==> src/rtl/mem_bus_arbiter.sv <==
// MEM-stage bus arbiter: shares the slave bus between the CPU pipeline and a DMA master,
// decodes slave selects, and bounds both DMA bursts and CPU monopoly.
module mem_bus_arbiter #(
  parameter int MAX_BURST    = 4,
  parameter int STARVE_LIMIT = 8
) (
  input  logic        sysclk,
  input  logic        Reset_n,
  input  logic        cpu_rd,
  input  logic        cpu_wr,
  input  logic [31:0] cpu_addr,
  input  logic [31:0] cpu_wdata,
  output logic [31:0] cpu_rdata,
  output logic        cpu_stall,
  input  logic        dma_req,
  input  logic        dma_rd,
  input  logic        dma_wr,
  input  logic        dma_last,
  input  logic [31:0] dma_addr,
  input  logic [31:0] dma_wdata,
  output logic        dma_gnt,
  output logic [31:0] dma_rdata,
  output logic        bus_rd,
  output logic        bus_wr,
  output logic [31:0] bus_addr,
  output logic [31:0] bus_wdata,
  output logic        sel_mem,
  output logic        sel_per,
  output logic        sel_uart,
  input  logic [31:0] bus_rdata
);

  localparam int BCW = (MAX_BURST > 1) ? $clog2(MAX_BURST) : 1;
  localparam int SCW = (STARVE_LIMIT > 1) ? $clog2(STARVE_LIMIT) : 1;
  localparam logic [BCW-1:0] BEAT_MAX   = BCW'(MAX_BURST - 1);
  localparam logic [SCW-1:0] STARVE_MAX = SCW'(STARVE_LIMIT - 1);

  typedef enum logic {
    OWN_CPU = 1'b0,
    OWN_DMA = 1'b1
  } state_e;

  state_e         state_q, state_d;
  logic           dma_gnt_q, dma_gnt_d;
  logic [BCW-1:0] beat_cnt_q, beat_cnt_d;
  logic [SCW-1:0] starve_cnt_q, starve_cnt_d;
  logic           cool_q, cool_d;

  logic cpu_active;
  logic own_dma;
  logic beat;
  logic grant_dma;
  logic release_dma;

  assign cpu_active = cpu_rd | cpu_wr;
  assign own_dma    = (state_q == OWN_DMA);
  assign beat       = dma_gnt_q & (dma_rd | dma_wr);

  // The CPU keeps the bus while it is busy, unless the DMA has waited long enough.
  assign grant_dma   = dma_req & ~cool_q & (~cpu_active | (starve_cnt_q == STARVE_MAX));
  assign release_dma = ~dma_req | (beat & (dma_last | (beat_cnt_q == BEAT_MAX)));

  always_comb begin
    state_d      = state_q;
    dma_gnt_d    = dma_gnt_q;
    beat_cnt_d   = beat_cnt_q;
    starve_cnt_d = starve_cnt_q;
    cool_d       = 1'b0;
    case (state_q)
      OWN_CPU: begin
        beat_cnt_d = '0;
        if (grant_dma) begin
          state_d      = OWN_DMA;
          dma_gnt_d    = 1'b1;
          starve_cnt_d = '0;
        end else if (!dma_req) begin
          starve_cnt_d = '0;
        end else if (cpu_active && (starve_cnt_q != STARVE_MAX)) begin
          starve_cnt_d = starve_cnt_q + 1'b1;
        end
      end
      OWN_DMA: begin
        starve_cnt_d = '0;
        if (release_dma) begin
          state_d    = OWN_CPU;
          dma_gnt_d  = 1'b0;
          beat_cnt_d = '0;
          cool_d     = 1'b1;
        end else if (beat) begin
          beat_cnt_d = beat_cnt_q + 1'b1;
        end
      end
      default: begin
        state_d   = OWN_CPU;
        dma_gnt_d = 1'b0;
      end
    endcase
  end

  // Reset abandons any burst in progress and hands the bus straight back to the CPU.
  always_ff @(posedge sysclk or negedge Reset_n) begin
    if (!Reset_n) begin
      state_q      <= OWN_CPU;
      dma_gnt_q    <= 1'b0;
      beat_cnt_q   <= '0;
      starve_cnt_q <= '0;
      cool_q       <= 1'b0;
    end else begin
      state_q      <= state_d;
      dma_gnt_q    <= dma_gnt_d;
      beat_cnt_q   <= beat_cnt_d;
      starve_cnt_q <= starve_cnt_d;
      cool_q       <= cool_d;
    end
  end

  assign dma_gnt   = dma_gnt_q;
  assign cpu_stall = cpu_active & own_dma;

  always_comb begin
    if (own_dma) begin
      bus_rd    = dma_rd;
      bus_wr    = dma_wr;
      bus_addr  = dma_addr;
      bus_wdata = dma_wdata;
      cpu_rdata = '0;
      dma_rdata = bus_rdata;
    end else begin
      bus_rd    = cpu_rd;
      bus_wr    = cpu_wr;
      bus_addr  = cpu_addr;
      bus_wdata = cpu_wdata;
      cpu_rdata = bus_rdata;
      dma_rdata = '0;
    end
  end

  // Peripheral and UART share the 0x4xxxxxxx window, split on the low address byte.
  assign sel_mem  = (bus_addr[31:30] == 2'b00);
  assign sel_per  = (bus_addr[31:28] == 4'h4) && (bus_addr[7:0] < 8'h18);
  assign sel_uart = (bus_addr[31:28] == 4'h4) && (bus_addr[7:0] >= 8'h18) && (bus_addr[7:0] < 8'h20);

endmodule

==> config.mk <==
export PLATFORM = sky130hd
export DESIGN_NAME = mem_bus_arbiter
export DESIGN_NICKNAME = d
export VERILOG_FILES = /design/src/rtl/mem_bus_arbiter.sv
export SDC_FILE = /design/constraint.sdc
export NUM_CORES = 1
export LEC_CHECK = 0
export BUFFER_PORTS_ARGS = -buffer_cell sky130_fd_sc_hd__buf_4
export CAP_MARGIN = 20
export CORE_AREA = 2 2 119 121
export DETAILED_ROUTE_END_ITERATION = 16
export DIE_AREA = 0 0 121 123
export PLACE_DENSITY = 0.51
export SETUP_SLACK_MARGIN = 0.2
export SKIP_LAST_GASP = 1
export SLEW_MARGIN = 15
export SYNTH_ARGS = -nofsm -noshare
export SYNTH_HDL_FRONTEND = slang
export SYNTH_SLANG_ARGS = --single-unit
==> constraint.sdc <==
create_clock -name sysclk -period 1.58 [get_ports sysclk]
set_input_delay 0.316 -clock sysclk [delete_from_list [all_inputs] [get_ports sysclk]]
set_output_delay 0.316 -clock sysclk [all_outputs]
set_load 0.01 [all_outputs]
* Word level (Yosys, flattened, before mapping)
Index checks and enable logic that the tools add are counted.
** Word-level totals
- Bits of input ports :: 168
- Register bits after elaboration :: 8
** Operators by class
- Bitwise gates (word level) :: 14
- Order comparisons :: 3
- Muxes and demuxes :: 21
- Equality and inequality tests :: 8
- Reductions and logical operators :: 6
- $add $sub $neg :: 2
** Operators with widths (count)
- $mux 32 :: 4
- $mux 3 :: 3
- $ge 8x5->1 const B :: 1
- $lt 8x5->1 const B :: 1
- $lt 8x6->1 const B :: 1
- $mux 1 :: 8
- $pmux 3 s2 :: 1
- $and 1x1->1 :: 5
- $or 1x1->1 :: 5
- $eq 4x3->1 const B :: 1
- $logic_and 1x1->1 :: 4
- $mux 2 :: 2
- $ne 4x4->1 const B :: 1
- $not 1->1 :: 4
- $pmux 1 s2 :: 2
- $pmux 2 s2 :: 1
- $add 3x1->3 const B :: 1
- $eq 3x3->1 const B :: 1
- $ne 3x1->1 const B :: 1
- $ne 3x3->1 const B :: 1
- $add 2x1->2 const B :: 1
- $eq 2x2->1 const B :: 1
- $logic_not 2->1 :: 1
- $ne 2x1->1 const B :: 1
- other kinds (2) :: 2

* Depth between registers and ports, before layout
- Depth after elaboration :: 6
- Mapped depth :: 5
- Gate-level depth less buffers :: 5

* Least setup slack after synthesis
No wires, ideal clock.
- Kind :: flip-flop to output port
- Start point :: reg state_q, in the netlist own_dma
- End point :: out sel_per
- Data arrival time :: 1201 ps
- Path slack :: 63 ps
- Buffers on the path :: 2
- Data required time :: 1264 ps
- Cell stages (with the launch flop) :: 6
- Path through :: dfrtp_1 > buf_6 > buf_6 > nor3_1 > a22oi_1 > nor3_1
** Between the ends
- Longest elaborated chain between the ends :: 3
- Elaborated cells between the ends (all ways) :: 4
- Those cells by class :: order compare (1); eq/ne (1); mux (1); reduce/logical (1)
** Ends and longest elaborated chain
- from (decl) :: line 43 : state_e state_q, state_d;
- from (signal assigned) :: line 109 : state_q <= state_d;
- $mux 32 (*) :: line 121 : if (own_dma) begin
- $lt 8x5->1 / $eq 4x3->1 (equally long branches) :: line 140 : assign sel_per = (bus_addr[31:28] == 4'h4) && (bus_addr[7:0] < 8'h18);
- $logic_and 1x1->1 (*) :: line 140
- to (decl) :: line 28 : output logic sel_per,
Mark *: on every way between the ends. The rest lies on a longest branch, timed or not.

* Worst setup path in the final report
- Start point :: reg state_q, in the netlist own_dma
- End point :: out sel_mem
** Between the ends
- Longest elaborated chain between the ends :: 2
** Ends and longest elaborated chain
- $mux 32 :: line 121
- $logic_not 2->1 :: line 139 : assign sel_mem = (bus_addr[31:30] == 2'b00);
- to (decl) :: line 27 : output logic sel_mem,
Every way passes these cells.

==> flow_summary.ini <==
[outcome]
status = complete, but fails checks
violations = setup timing

[finish]
instances_no_fill = 686
fillerInstances = 1416
diodes = 0
layout_common_cells = buf_4 (308), mux2_2 (64), and2_1 (32)
multi_input_area_sq_um = 1550
register_area_sq_um = 204
nets = 678
final_common_cell = buf_4
syn_to_final_growth_pct = 167
layout-drive-gt1-share_pct = 82.0
postLayoutCoreUtil_pct = 33.7

[logic_synthesis]
syn_area_sq_um = 1720
ys.flop_type = dfrtp_1
yosysWarnings = 0
synth-edff-count = 0
async_flop_share_pct = 100
synth_nets = 367
synth_seq_area_share_pct = 11.6
syn_area_per_cell_sq_um = 8.77
ys_ff_latch = 8
yosysTopAreaCell = mux2_2
ys_top_cells_by_area = mux2_2 (43%), nor2b_1 (12%), and2_1 (12%), dfrtp_1 (12%), ha_1 (2.2%)
yosys.cell_types.count = 30
synthCells = 196
synth.top_cell.area_share_pct = 43.2

[global_route]
grt_max_degree = 43
antenna_found_initial = 0
grt_overflow_total = 0
grtUsageTotal_pct = 11.2
grt_pass1_wl_um = 13300
grt_pass1_vias = 2562

[cts]
path_clk_slew_ns = 0.04
insertion_delay_ns = 0.23
clock_path_buffers = 2
htreeDepth = 1
cts_made_buffers = 3
cts_tree = built
cts-root-buf = clkbuf_16
clkSinkCount = 8

[pwr]
p_int_w = 0.00153
pwr-share-seq_pct = 10.8
p_total_w = 0.00228
max-vdd-ir-drop_mv = 0.542
p_leak_nw = 2.31
power-per-cell-area_nw_per_um2 = 496
clock_power_share_pct = 19.2
p_switching_w = 0.000744
p_sw_share_pct = 32.7
p_comb_share_pct = 70.1

[die]
start_util_pct = 12.6
ios = 303
core_sq_um = 13600
die_w_um = 121
rows = 43
dieArea_sq_um = 14900
fp.dieH_um = 123

[place]
port_buffers = 302
routabilityCongestion = 0.829
dp_cells = 674
dpl_worst_slack_ns = -0.0381
dpl.hpwl_um = 8640

[sta]
worst_slew_pin_slew_ns = 0.411
min_period_over_period_pct = 117
drv_slew = 0
rsz0062_at_grt = yes
setup_viol = 134
finalWorstSetupSlack_ns = -0.275
skew_ns = 0.000842
relSlewSlack_pct = 72.3
timing.fmax_mhz = 539
period_minus_slack_ns = 1.86
hold_viol_final = 0

[critical_path]
arrival_ns = 1.54
critPathCaptureType = output pin
required_ns = 1.26
worstPathMaxFanout = 6
cpMaxStageDelayCell = dfrtp_4
crit_buf_inv = 3
start_kind = flop
cpMostUsedCell = buf_6
critPathTopFamily = flip-flops
crit_chain = buf_8 -> buf_6 -> mux2_4 -> nor2_4 -> buf_6
slowest_delay_ns = 0.49
critPathKind = reg2out

[route]
postRouteAntennaNets = 0
drcViolationCount = 0
vias = 2679
via_per_inst = 3.91
wl_um = 10300
post_drt_wl_per_cell_um = 15.0
drt_iter0_drc = 27
first_pass_iters = 4

[worst_hold_path]
hold_path.class = in2reg

[job]
drv_cap = 0
-- per-layer routing --
layer | part of all wire, % | track usage (%) | up-vias
li1 | - | - | 1308
met1 | 38 | 13.0 | 1254
met2 | 55 | 21.9 | 109
met3 | 6.4 | 1.71 | 8
met4 | 0.79 | 1.60 | 0
met5 | 0 | 0 | -
-- power by group through the flow --
stage	clock network (W)	registers, W	logic, W
global placement	0	0.000254	0.00148
global route	0.000463	0.000247	0.00170
CTS	0.000450	0.000242	0.00155
floorplan	0	0.000241	0.000607
detailed placement	0	0.000255	0.00149
finish	0.000436	0.000246	0.00159
-- layout make-up --
class                   count  area share, %
multi-input cells         172           33.8
flip-flops and latches      8           4.45
well taps                 180           4.91
repair buffers            322           55.1
clock buffers               4           1.72
-- synth_stat cells (2+ instances only) --
| cell | count |
|---|---|
| a21oi_1 | 3 |
| a31oi_1 | 2 |
| and2_1 | 32 |
| buf_2 | 7 |
| buf_6 | 3 |
| clkbuf_1 | 6 |
| dfrtp_1 | 8 |
| ha_1 | 3 |
| mux2_2 | 66 |
| nand2_1 | 3 |
| nand2b_1 | 2 |
| nand3_1 | 5 |
| nor2_1 | 5 |
| nor2b_1 | 33 |
| nor3_1 | 2 |
| o31ai_1 | 2 |
-- flip-flops by register name, summed over array words and instances, names as in the netlist --
register and count:
beat_cnt_q 2, cool_q 1, own_dma 1, starve_cnt_q 3
dma_gnt 1
-- worst reg2reg max path, cell delays in order, from the launching register on --
cell      delay, ns
dfrtp_4        0.49
buf_6          0.16
buf_12         0.17
buf_4          0.16
nand2b_4       0.17
o31ai_4        0.17
-- per-stage QoR --
step / instance area [sq um] / hold WS, ns / TNS [ns]
floorplan: 1740 / 0.0204 / 0
global placement: 4270 / 0.142 / -0.166
detailed placement: 4270 / 0.140 / -1.09
CTS: 4440 / 0.327 / -25.58
global route: 4590 / 0.335 / -29.80
finish: 4590 / 0.335 / -23.08
-- repair_timing --
item / 4_1_cts / 5_1_grt
endpoints found under the hold margin: 8 / 0
setup buffers: 4 / 1
endpoints found under the setup margin: 139 / 141
pin swaps: 2 / 2
resized for setup: 15 / 20
hold buffers: 1 / 0
cloned: 0 / 2
-- worst paths after layout --
check	startpoint	endpoint	slack, ns	cells after the start
setup / recovery	own_dma	sel_mem	-0.28	5
max in group asynchronous	Reset_n	own_dma	1.00	2
setup reg to reg	own_dma	own_dma	0.16	5
min in group asynchronous	Reset_n	dma_gnt	0.44	2
hold reg to reg	beat_cnt_q[1]	beat_cnt_q[1]	0.54	2
hold / removal	dma_req	cool_q	0.33	2
-- cell families (layout without fill, tap and decap cells) --
group / after synthesis / after routing / share of synthesized area [%]
AOI/OAI and AO/OA: 16 / 16 / 6.70
xor gates and xnor gates: 1 / 1 / 0.510
adders and majority gates: 3 / 3 / 2.18
buffers and inverters: 16 / 326 / 5.31
DFF: 8 / 8 / 11.6
muxes: 67 / 67 / 43.8
and+or+nand+nor: 85 / 85 / 29.8
No activity file was read; power rests on OpenSTA's default activity.
